$ cat src/rtl/ucie_mbtrain_pkg.sv
// Shared MBTRAIN definitions: sideband message codes and the self-cal TX state encoding.
package ucie_mbtrain_pkg;

  localparam logic [3:0] SB_NONE             = 4'b0000;
  localparam logic [3:0] SB_SELFCAL_END_REQ  = 4'b0001;
  localparam logic [3:0] SB_SELFCAL_END_RESP = 4'b0010;

  typedef enum logic [2:0] {
    ST_IDLE              = 3'd0,
    ST_LOCAL_CAL         = 3'd1,
    ST_SEND_END_REQ      = 3'd2,
    ST_WAIT_FOR_END_RESP = 3'd3,
    ST_TEST_FINISHED     = 3'd4
  } selfcal_tx_state_e;

  // True when a qualified incoming sideband message carries the given code.
  function automatic logic sb_msg_match(input logic       vld,
                                        input logic [3:0] msg,
                                        input logic [3:0] code);
    return vld && (msg == code);
  endfunction

endpackage

$ cat src/rtl/sb_valid_ctl.sv
// Sideband TX valid handshake: registered valid with a pending request that
// waits while a higher-priority client owns the shared TX mux.
module sb_valid_ctl (
  input  logic clk,
  input  logic rst_n,
  input  logic clr_i,
  input  logic req_i,
  input  logic yield_i,
  input  logic busy_negedge_i,
  output logic valid_o,
  output logic valid_fall_o
);

  logic valid_q, valid_d;
  logic pending_q, pending_d;
  logic valid_dly_q, valid_dly_d;

  always_ff @(posedge clk or negedge rst_n) begin
    if (!rst_n) begin
      valid_q     <= 1'b0;
      pending_q   <= 1'b0;
      valid_dly_q <= 1'b0;
    end else begin
      valid_q     <= valid_d;
      pending_q   <= pending_d;
      valid_dly_q <= valid_dly_d;
    end
  end

  // A request landing on the same edge as the busy negedge is parked in
  // pending rather than dropped, so it is granted on the following edge.
  always_comb begin
    valid_d     = valid_q;
    pending_d   = pending_q;
    valid_dly_d = valid_q;
    if (clr_i) begin
      valid_d     = 1'b0;
      pending_d   = 1'b0;
      valid_dly_d = 1'b0;
    end else if (busy_negedge_i) begin
      valid_d = 1'b0;
      if (req_i) begin
        pending_d = 1'b1;
      end
    end else if ((req_i || pending_q) && !yield_i) begin
      valid_d   = 1'b1;
      pending_d = 1'b0;
    end else if (req_i) begin
      pending_d = 1'b1;
    end
  end

  assign valid_o      = valid_q;
  assign valid_fall_o = valid_dly_q && !valid_q;

endmodule

$ cat src/rtl/selfcal_tx.sv
// MBTRAIN self-calibration TX handler: local calibration window, end request
// over sideband, wait for end response, then sticky test acknowledge.
module selfcal_tx
  import ucie_mbtrain_pkg::*;
#(
  parameter int unsigned CAL_CYCLES = 16
) (
  input  logic       clk,
  input  logic       rst_n,
  input  logic       i_en,
  input  logic [3:0] i_decoded_sideband_message,
  input  logic       i_sideband_valid,
  input  logic       i_busy_negedge_detected,
  input  logic       i_valid_rx,
  output logic [3:0] o_sideband_message,
  output logic       o_valid_tx,
  output logic       o_cal_en,
  output logic       o_test_ack
);

  localparam int unsigned CNT_W = $clog2(CAL_CYCLES + 1);

  selfcal_tx_state_e state_q, state_d;
  logic [CNT_W-1:0]  cnt_q, cnt_d;
  logic              cal_en_q, cal_en_d;
  logic [3:0]        msg_q, msg_d;
  logic              ack_q, ack_d;
  logic              resp_seen_q, resp_seen_d;

  logic cal_done;
  logic resp_hit;
  logic req_cond;
  logic valid_clr;
  logic valid_tx;
  logic valid_fall;

  assign cal_done  = (cnt_q == CNT_W'(CAL_CYCLES - 1));
  assign resp_hit  = sb_msg_match(i_sideband_valid, i_decoded_sideband_message,
                                  SB_SELFCAL_END_RESP);
  assign req_cond  = i_en && (state_q == ST_LOCAL_CAL) && cal_done;
  assign valid_clr = !i_en;

  always_ff @(posedge clk or negedge rst_n) begin
    if (!rst_n) begin
      state_q     <= ST_IDLE;
      cnt_q       <= '0;
      cal_en_q    <= 1'b0;
      msg_q       <= SB_NONE;
      ack_q       <= 1'b0;
      resp_seen_q <= 1'b0;
    end else begin
      state_q     <= state_d;
      cnt_q       <= cnt_d;
      cal_en_q    <= cal_en_d;
      msg_q       <= msg_d;
      ack_q       <= ack_d;
      resp_seen_q <= resp_seen_d;
    end
  end

  always_comb begin
    state_d = state_q;
    if (!i_en) begin
      state_d = ST_IDLE;
    end else begin
      case (state_q)
        ST_IDLE:              state_d = ST_LOCAL_CAL;
        ST_LOCAL_CAL:         if (cal_done) state_d = ST_SEND_END_REQ;
        ST_SEND_END_REQ:      if (valid_fall) state_d = ST_WAIT_FOR_END_RESP;
        ST_WAIT_FOR_END_RESP: if (resp_seen_q || resp_hit) state_d = ST_TEST_FINISHED;
        ST_TEST_FINISHED:     state_d = ST_TEST_FINISHED;
        default:              state_d = ST_IDLE;
      endcase
    end
  end

  // The end response may arrive before our own valid has fallen, so it is
  // latched from SEND_END_REQ onwards and consumed on entry to WAIT.
  always_comb begin
    cnt_d       = cnt_q;
    cal_en_d    = cal_en_q;
    msg_d       = msg_q;
    ack_d       = ack_q;
    resp_seen_d = resp_seen_q;
    if (!i_en) begin
      cnt_d       = '0;
      cal_en_d    = 1'b0;
      msg_d       = SB_NONE;
      ack_d       = 1'b0;
      resp_seen_d = 1'b0;
    end else begin
      case (state_q)
        ST_IDLE: begin
          cnt_d       = '0;
          cal_en_d    = 1'b1;
          msg_d       = SB_NONE;
          ack_d       = 1'b0;
          resp_seen_d = 1'b0;
        end
        ST_LOCAL_CAL: begin
          cnt_d = cnt_q + 1'b1;
          if (cal_done) begin
            cal_en_d = 1'b0;
            msg_d    = SB_SELFCAL_END_REQ;
          end
        end
        ST_SEND_END_REQ: begin
          if (resp_hit) begin
            resp_seen_d = 1'b1;
          end
        end
        ST_WAIT_FOR_END_RESP: begin
          if (resp_hit) begin
            resp_seen_d = 1'b1;
          end
          if (resp_seen_q || resp_hit) begin
            ack_d = 1'b1;
            msg_d = SB_NONE;
          end
        end
        ST_TEST_FINISHED: begin
          ack_d = 1'b1;
        end
        default: begin
          cnt_d    = '0;
          cal_en_d = 1'b0;
          msg_d    = SB_NONE;
          ack_d    = 1'b0;
        end
      endcase
    end
  end

  sb_valid_ctl u_valid_ctl (
    .clk            (clk),
    .rst_n          (rst_n),
    .clr_i          (valid_clr),
    .req_i          (req_cond),
    .yield_i        (i_valid_rx),
    .busy_negedge_i (i_busy_negedge_detected),
    .valid_o        (valid_tx),
    .valid_fall_o   (valid_fall)
  );

  assign o_sideband_message = msg_q;
  assign o_valid_tx         = valid_tx;
  assign o_cal_en           = cal_en_q;
  assign o_test_ack         = ack_q;

endmodule
$ cat config.mk
export PLATFORM = sky130hd
export DESIGN_NAME = selfcal_tx
export DESIGN_NICKNAME = d
export VERILOG_FILES = /design/src/rtl/ucie_mbtrain_pkg.sv /design/src/rtl/sb_valid_ctl.sv /design/src/rtl/selfcal_tx.sv
export SDC_FILE = /design/constraint.sdc
export NUM_CORES = 1
export LEC_CHECK = 0
export ABC_AREA = 1
export BUFFER_PORTS_ARGS = -buffer_cell sky130_fd_sc_hd__clkbuf_2
export CAP_MARGIN = 20
export CORE_UTILIZATION = 51
export CTS_CLUSTER_DIAMETER = 40
export DETAILED_ROUTE_END_ITERATION = 16
export GPL_TIMING_DRIVEN = 0
export MAX_ROUTING_LAYER = met4
export PLACE_DENSITY = 0.79
export SLEW_MARGIN = 40
export SYNTH_ARGS = -nofsm -noshare
export SYNTH_HDL_FRONTEND = slang
export SYNTH_HIERARCHICAL = 1
export SYNTH_SLANG_ARGS = --single-unit
$ cat constraint.sdc
create_clock -name clk -period 1.5 [get_ports clk]
set_input_delay 0.15 -clock clk [delete_from_list [all_inputs] [get_ports clk]]
set_output_delay 0.15 -clock clk [all_outputs]
set_load 0.01 [all_outputs]
# Yosys cells after proc, flatten, opt, wreduce, memory -nomap -nowiden

Index checks and enable logic that the tools add are counted.

Flip-flop bits (word level): 18
Input bits: 10
Output and inout bits: 7

Equality and inequality tests: 15
Reduce and logical (&&, ||, !) cells: 19
$add $sub $neg: 1
Multiplexer cells: 28

Operators by type and width:

| cell                                                                     | number |
|---|---|
| 3-bit case mux with 5 select lines                                       | 1 |
| 1-bit 2-to-1 mux                                                         | 14 |
| 3-bit 2-to-1 mux                                                         | 4 |
| 4-bit 2-to-1 mux                                                         | 3 |
| 4-bit case mux with 3 select lines                                       | 1 |
| 5-bit case mux with 2 select lines                                       | 1 |
| 3-bit by 2-bit inequality test with 1-bit output (second input constant) | 3 |
| 3-bit by 2-bit == test with 1-bit output (second input constant)         | 2 |
| 2-bit inequality test (second input constant)                            | 3 |
| 3-bit inequality test (second input constant)                            | 2 |
| 1-bit case mux with 3 select lines                                       | 2 |
| 2-bit AND reduction                                                      | 3 |
| 3-bit AND reduction                                                      | 2 |
| 2-bit OR reduction                                                       | 3 |
| 5-bit by 1-bit adder with 5-bit output (second input constant)           | 1 |
| 5-bit by 4-bit == test with 1-bit output (second input constant)         | 1 |
| 1-bit logical AND                                                        | 5 |
| 5-bit 2-to-1 mux                                                         | 1 |
| 4-bit by 2-bit == test with 1-bit output (second input constant)         | 1 |
| 3-bit by 1-bit == test with 1-bit output (second input constant)         | 1 |
| 3-bit == test (second input constant)                                    | 1 |
| 3-bit logical NOT                                                        | 1 |
| 3-bit by 1-bit inequality test with 1-bit output (second input constant) | 1 |
| 3-bit OR reduction                                                       | 1 |
| other kinds (3)                                                          | 5 |

# Logic depth before layout (Yosys ltp)

Gate-level depths: netlist (run 1).

Depth after elaboration: 8
Depth in mapped cells: 9
Gate-level depth less buffers: 9

# Hierarchy

The synthesis (run 1) kept the hierarchy.

By module, submodules not included:

| module       | instances | cells each | area an instance (um^2) |
|---|---|---|---|
| selfcal_tx   | 1         | 93         | 680.7 |
| sb_valid_ctl | 1         | 15         | 125.1 |

# Least setup slack after synthesis (run 1)

OpenSTA, ideal clock, no wires.

Kind: register to register
From: register cnt_q[0]
To: register u_valid_ctl.valid_q, in the netlist u_valid_ctl/valid_o
Data arrival time: 1168 ps
Period minus slack after synthesis: 1291 ps
Path buffers: 0
Cell stages (with the launch flop): 9
Data required time: 1377 ps
Slack: 209 ps
Cell sequence: dfrtp_1 -> ha_1 -> nand2_1 -> nor2_1 -> ha_1 -> inv_1 -> nor2_1 -> o21ai_1 -> a21oi_1

Longest elaborated chain between the ends: 5

RTL lines:

| item                                                              | RTL line           | RTL |
|---|---|---|
| start, declared                                                   | selfcal_tx.sv:24   | `logic [CNT_W-1:0] cnt_q, cnt_d;` |
| start signal, assigned                                            | selfcal_tx.sv:53   | `cnt_q <= cnt_d;` |
| 5-bit by 4-bit == test with 1-bit output                          | selfcal_tx.sv:37   | `assign cal_done = (cnt_q == CNT_W'(CAL_CYCLES - 1));` |
| 1-bit logical AND                                                 | selfcal_tx.sv:40   | `assign req_cond = i_en && (state_q == ST_LOCAL_CAL) && cal_done;` |
| named net req_cond                                                | selfcal_tx.sv:32   | `logic req_cond;` |
| 1-bit logical OR                                                  | sb_valid_ctl.sv:45 | `end else if ((req_i \|\| pending_q) && !yield_i) begin` |
| 1-bit logical AND                                                 | sb_valid_ctl.sv:45 |  |
| 3-bit by 1-bit inequality test with 1-bit output (no source line) | -                  |  |
| end signal, assigned                                              | sb_valid_ctl.sv:24 | `valid_q <= valid_d;` |
| end, declared                                                     | sb_valid_ctl.sv:14 | `logic valid_q, valid_d;` |

The timed path passes the listed nets, and every way through them passes these cells.
A chain may end at the register's enable or synchronous reset.

# Worst setup path in the final report (run 1)

From: register cnt_q[1]
To: register u_valid_ctl.valid_q, in the netlist u_valid_ctl/valid_o

The elaborated chain is that of the path after synthesis.

==> reports/summary.txt, run 1 <==
status: complete, no violations
Power, Total: 1.25 mW
Setup crit end kind: flop
maximum vdd drop: 0.980 mV
Reg power frac: 0.431
ant diodes: 0
Required @ worst endpoint: 1.72 ns
Pwr per Cell Area: 1260 nW/um^2
Netlist cell types: 19
WP data arrival: 1.65 ns
Area Overhead vs Synth: 23.0%
Max Cap Viol: 0
htree depth: 1
CP Max Fanout: 4
fin worst setup slack: 0.0695 ns
type of the most critical hold path: input pin to flop
Via Count: 719
Routed WL: 1570 um
Vias/cell: 4.89
Pint: 768 uW
DP HPWL: 1120 um
core area: 1380 um^2
final setup violation count: 0
Setup crit start kind: flop
layout cells sized above 1: 0.280
Post-Place Cells: 138
first-pass GRT wire length: 2500 um
total grt overflow: 0
IO Pins: 17
Yosys warning count: 6
1st-iter DRT viols: 14
Syn Area/Cell: 7.46 um^2
GRT Total Usage: 0.192
Final nets: 145
Post-route DRC: 0
die width: 41.8 um
Net Switching: 482 uW
Layout Cells excl Fill: 147
mapped cell area: 806 um^2
WL per Instance: 10.7 um
initial antenna violation count: 0
Mapped Cells: 108
later-pin clock latency in the skew report: 0.28 ns
Tcrit/Tclk final: 0.954
leak pwr: 0.562 nW
Worst-path clk slew: 0.09 ns
Port Buf Inserts: 13
Longest Clk Path Bufs: 2
sequential fraction of the synthesis area: 0.466
total clock buffers created by CTS: 3
DR pass1 iterations: 4
Switching Fraction: 0.386
Clock Skew: 0.00464 ns
f_max: 0.699 GHz
power share of the combinational group: 0.385
TritonCTS clock tree: built
Initial Util: 0.583
worst slack, placed: -0.0344 ns
Clk network pwr share: 0.184
post-synthesis register bit count: 15
pins over their slew limit: 0
crit path time final: 1.43 ns
die footprint: 1740 um^2
Final Hold Viols: 0
Root Buffer Master: clkbuf_4
Fillers: 109
worst hold slack: 0.0871 ns
Final Wtd Congestion: 0.831
Routed Antenna Nets: 0
Rows: 13
critical path class: flop to flop
vias in the first global route: 640
Die Span Y: 41.8 um
CTS sink cnt: 15
pin count of the biggest net entering global routing: 16
## what timing repair did
action | in CTS | in global routing
pin swaps | 0 | 5
setup buffers | 0 | 4
endpoints found under the setup margin | 2 | 5
hold buffers | 1 | 0
endpoints found under the hold margin | 15 | 0
gates resized for setup | 1 | 8
## registers in the layout, indices dropped and copies added (netlist names)
register	flops
state_q	3
u_valid_ctl/valid_dly_q	1
o_test_ack	1
u_valid_ctl/valid_o	1
o_sideband_message	1
u_valid_ctl/pending_q	1
cnt_q	5
o_cal_en	1
resp_seen_q	1
## cells in the mapped netlist (all sizes together)
master,number,area share
nand2,27,0.14
ha,2,0.031
a21oi,3,0.019
or2,1,0.0078
conb,1,0.0047
buf,3,0.028
a31oi,1,0.0078
nand3,9,0.056
dfrtp,15,0.47
nand4,1,0.0078
o21ai,10,0.062
inv,20,0.093
nor3,1,0.0062
a21boi,1,0.0093
nor2,13,0.064
## critical path, stage by stage, from the launching register on
cell and delay, ns:
dfrtp_1 0.40, ha_2 0.21, nand2_2 0.07, nor2_2 0.13, ha_2 0.18, inv_2 0.05
nor2_4 0.10, o21ai_1 0.08, a21oi_1 0.13
## cell families after synthesis
family,after synthesis,synth area share
AOI/OAI and AO/OA,15,0.0978
other,1,0.00465
buffers and inverters,23,0.121
and+or+nand+nor,52,0.279
adders and majority gates,2,0.0311
DFF,15,0.466
## cells in the final DEF (no fill, tap or decap), types with 2 or more instances in the layout
cell / n
nand2_1: 22
inv_1: 18
dfrtp_1: 15
clkbuf_2: 13
nor2_1: 10
nand3_1: 8
buf_4: 7
o21ai_0: 6
nand2_2: 4
o21ai_1: 4
a21oi_1: 3
conb_1: 3
clkbuf_4: 3
inv_2: 2
nor2_2: 2
ha_2: 2
## cell type report
cell class / instances / area (um^2) / share of cell area
repair buffers: 18 / 105 / 0.106
multi-input cells: 72 / 368 / 0.371
flip-flops and latches: 15 / 375 / 0.379
clock buffers: 4 / 26.3 / 0.0265
well taps: 15 / 18.8 / 0.0189
plain buffers: 3 / 22.5 / 0.0227
inverters: 20 / 75.1 / 0.0758
## metrics by stage
step | instance area [um^2] | TNS (ns) | utilization
finish | 991 | 0 | 0.717
global route | 991 | -0.0740 | 0.717
CTS | 936 | 0 | 0.677
detailed placement | 897 | -0.0344 | 0.649
global placement | 897 | 0 | 0.649
floorplan | 813 | 0 | -
## power groups by stage
stage	clock, mW	sequential (mW)	combinational (mW)
after CTS	0.230	0.542	0.397
after floorplan	0	0.545	0.287
final	0.230	0.539	0.481
after global routing	0.251	0.546	0.537
after detailed placement	0	0.549	0.392
after global placement	0	0.547	0.383
## final timing paths
path	start	endpoint	slack, ns	cells after the start
setup / recovery	cnt_q[1]$_DFFE_PN0P_	u_valid_ctl/valid_o$_DFFE_PN0P_	0.07	8
hold / removal	i_busy_negedge_detected	u_valid_ctl/valid_o$_DFFE_PN0P_	0.09	4
setup reg to reg	cnt_q[1]$_DFFE_PN0P_	u_valid_ctl/valid_o$_DFFE_PN0P_	0.07	8
hold reg to reg	o_sideband_message[0]$_DFFE_PN0P_	o_sideband_message[0]$_DFFE_PN0P_	0.47	2
max in group asynchronous	rst_n	state_q[2]$_DFFE_PN0P_	0.92	2
min in group asynchronous	rst_n	state_q[0]$_DFFE_PN0P_	0.32	2
## routing by layer
metal / GRT usage / vias up / wire [um]
li1: - / 377 / -
met1: 0.234 / 318 / 687
met2: 0.306 / 22 / 780
met3: 0.0435 / 2 / 86
met4: 0.0774 / 0 / 17
met5: - / - / 0
(Power assumes the default switching activity.)
==> run 2, diff against run 1 <==
- CTS_BUF_LIST: unset -> sky130_fd_sc_hd__clkbuf_16
==> reports/summary.txt, run 2 (synthesis gave the netlist of run 1 again) <==
status: complete, no violations (unchanged)
Final nets: 145 (unchanged)
vias in the first global route: 689 (was 640)
ant diodes: 0 (unchanged)
commonest non-fill, non-tap cell in the layout: nand2_1 (unchanged)
Die Span Y: 41.8 um (unchanged)
Initial Util: 0.583 (unchanged)
Power, Total: 1.52 mW (was 1.25 mW)
pins over their slew limit: 0 (unchanged)
htree depth: 1 (unchanged)
final setup violation count: 0 (unchanged)
initial antenna violation count: 0 (unchanged)
Setup crit end kind: flop (unchanged)
Longest Clk Path Bufs: 2 (unchanged)
WP data arrival: 1.64 ns (was 1.65 ns)
Port Buf Inserts: 13 (unchanged)
Routed WL: 1720 um (was 1570 um)
Final Wtd Congestion: 0.831 (unchanged)
Via Count: 748 (was 719)
CTS sink cnt: 15 (unchanged)
Final Hold Viols: 0 (unchanged)
biggest regs: cnt_q (5), state_q (3) (unchanged)
CP Max Fanout: 3 (was 4)
1st-iter DRT viols: 20 (was 14)
Worst-path clk slew: 0.05 ns (was 0.09 ns)
layout cells sized above 1: 0.288 (was 0.280)
core area: 1380 um^2 (unchanged)
Top reg by flops: cnt_q (unchanged)
critical path class: flop to flop (unchanged)
Max Cap Viol: 0 (unchanged)
post-route cell area: 1050 um^2 (was 991 um^2)
area of the multi-input gates: 370 um^2 (was 368 um^2)
Rows: 13 (unchanged)
most frequent cells in the layout: 21 x nand2_1, 19 x inv_1, 15 x dfrtp_1, 13 x clkbuf_2, 10 x nor2_1 (was 22 x nand2_1, 18 x inv_1, 15 x dfrtp_1, 13 x clkbuf_2, 10 x nor2_1)
f_max: 0.682 GHz (was 0.699 GHz)
Fillers: 97 (was 109)
Root Buffer Master: clkbuf_16 (was clkbuf_4)
Sequential cell area: 375 um^2 (unchanged)
later-pin clock latency in the skew report: 0.24 ns (was 0.28 ns)
Largest register FFs: 5 (unchanged)
total grt overflow: 0 (unchanged)
die footprint: 1740 um^2 (unchanged)
dpl cell area: 897 um^2 (unchanged)
die width: 41.8 um (unchanged)
leak pwr: 0.590 nW (was 0.562 nW)
maximum vdd drop: 1.09 mV (was 0.980 mV)
pin count of the biggest net entering global routing: 16 (unchanged)
DR pass1 iterations: 4 (unchanged)
TritonCTS clock tree: built (unchanged)
Vias/cell: 5.09 (was 4.89)
worst hold slack: 0.137 ns (was 0.0871 ns)
Setup crit start kind: flop (unchanged)
final setup TNS: 0 ns (unchanged)
WL per Instance: 11.7 um (was 10.7 um)
IO Pins: 17 (unchanged)
DP HPWL: 1120 um (unchanged)
Area Overhead vs Synth: 29.8% (was 23.0%)
Required @ worst endpoint: 1.67 ns (was 1.72 ns)
Tcrit/Tclk final: 0.977 (was 0.954)
crit path time final: 1.47 ns (was 1.43 ns)
GRT Total Usage: 0.221 (was 0.192)
first-pass GRT wire length: 2790 um (was 2500 um)
total clock buffers created by CTS: 3 (unchanged)
Pwr per Cell Area: 1460 nW/um^2 (was 1260 nW/um^2)
Post-route DRC: 0 (unchanged)
Clock Skew: 0.00260 ns (was 0.00464 ns)
Routed Antenna Nets: 0 (unchanged)
type of the most critical hold path: input pin to flop (unchanged)
==> run 2: cell count changes in the layout (fill, tap and decap cells not counted) <==
| cell | previous run | this run |
|---|---|---|
| clkbuf_16 | 0 | 3 |
| clkbuf_4 | 3 | 0 |
| clkbuf_1 | 1 | 0 |
| inv_1 | 18 | 19 |
| nand2_1 | 22 | 21 |
| nand2_2 | 4 | 5 |
==> run 2: power by group <==
part | switching, mW | internal, mW
logic | 0.288 | 0.182
clock network | 0.153 | 0.352
registers | 0.0743 | 0.473
total | 0.516 | 1.01
==> run 2: through the flow <==
stage / instances / utilization / setup WS, ns
3_5_place_dp: 138 / 0.649 / -0.0344
4_1_cts: 143 / 0.719 / 0.00727
6_report: 147 / 0.757 / 0.0343
3_3_place_gp: 138 / 0.649 / 0.0744
5_1_grt: 147 / 0.757 / -0.0438
2_1_floorplan: 110 / - / 0.209
==> run 2: routing by layer <==
metal	vias to the layer above	track usage	share of wire
met4	0	0.116	0.017
met1	343	0.247	0.43
li1	376	-	-
met5	-	-	0
met3	4	0.0652	0.058
met2	25	0.353	0.49
==> run 2: path summary, 6_finish.rpt <==
check	start	endpoint	slack, ns	cells past startpoint
setup / recovery	cnt_q[0]$_DFFE_PN0P_	u_valid_ctl/valid_o$_DFFE_PN0P_	0.03	8
hold / removal	i_busy_negedge_detected	u_valid_ctl/valid_o$_DFFE_PN0P_	0.14	4
setup reg to reg	cnt_q[0]$_DFFE_PN0P_	u_valid_ctl/valid_o$_DFFE_PN0P_	0.03	8
hold reg to reg	o_sideband_message[0]$_DFFE_PN0P_	o_sideband_message[0]$_DFFE_PN0P_	0.47	2
max in group asynchronous	rst_n	u_valid_ctl/pending_q$_DFF_PN0_	0.88	2
min in group asynchronous	rst_n	cnt_q[2]$_DFFE_PN0P_	0.36	2
==> run 2: layout make-up <==
class	instances	area share
clock buffers	3	0.0718
flip-flops and latches	15	0.359
repair buffers	18	0.100
plain buffers	3	0.0215
clock inverters	1	0.00359
well taps	15	0.0179
inverters	20	0.0718
multi-input cells	72	0.354
==> run 2: timing repair <==
action	4_1_cts	5_1_grt
endpoints found under the hold margin	15	0
endpoints found under the setup margin	2	6
resized for setup	3	7
buffers inserted	0	4
hold buffers	1	0
pin swaps	0	5
==> run 2: critical path, stage by stage, from the launching register on <==
cell	delay, ns
dfrtp_1	0.39
ha_2	0.22
nand2_2	0.08
nor2_2	0.14
ha_2	0.18
inv_2	0.06
nor2_4	0.10
o21ai_1	0.08
a21oi_1	0.13
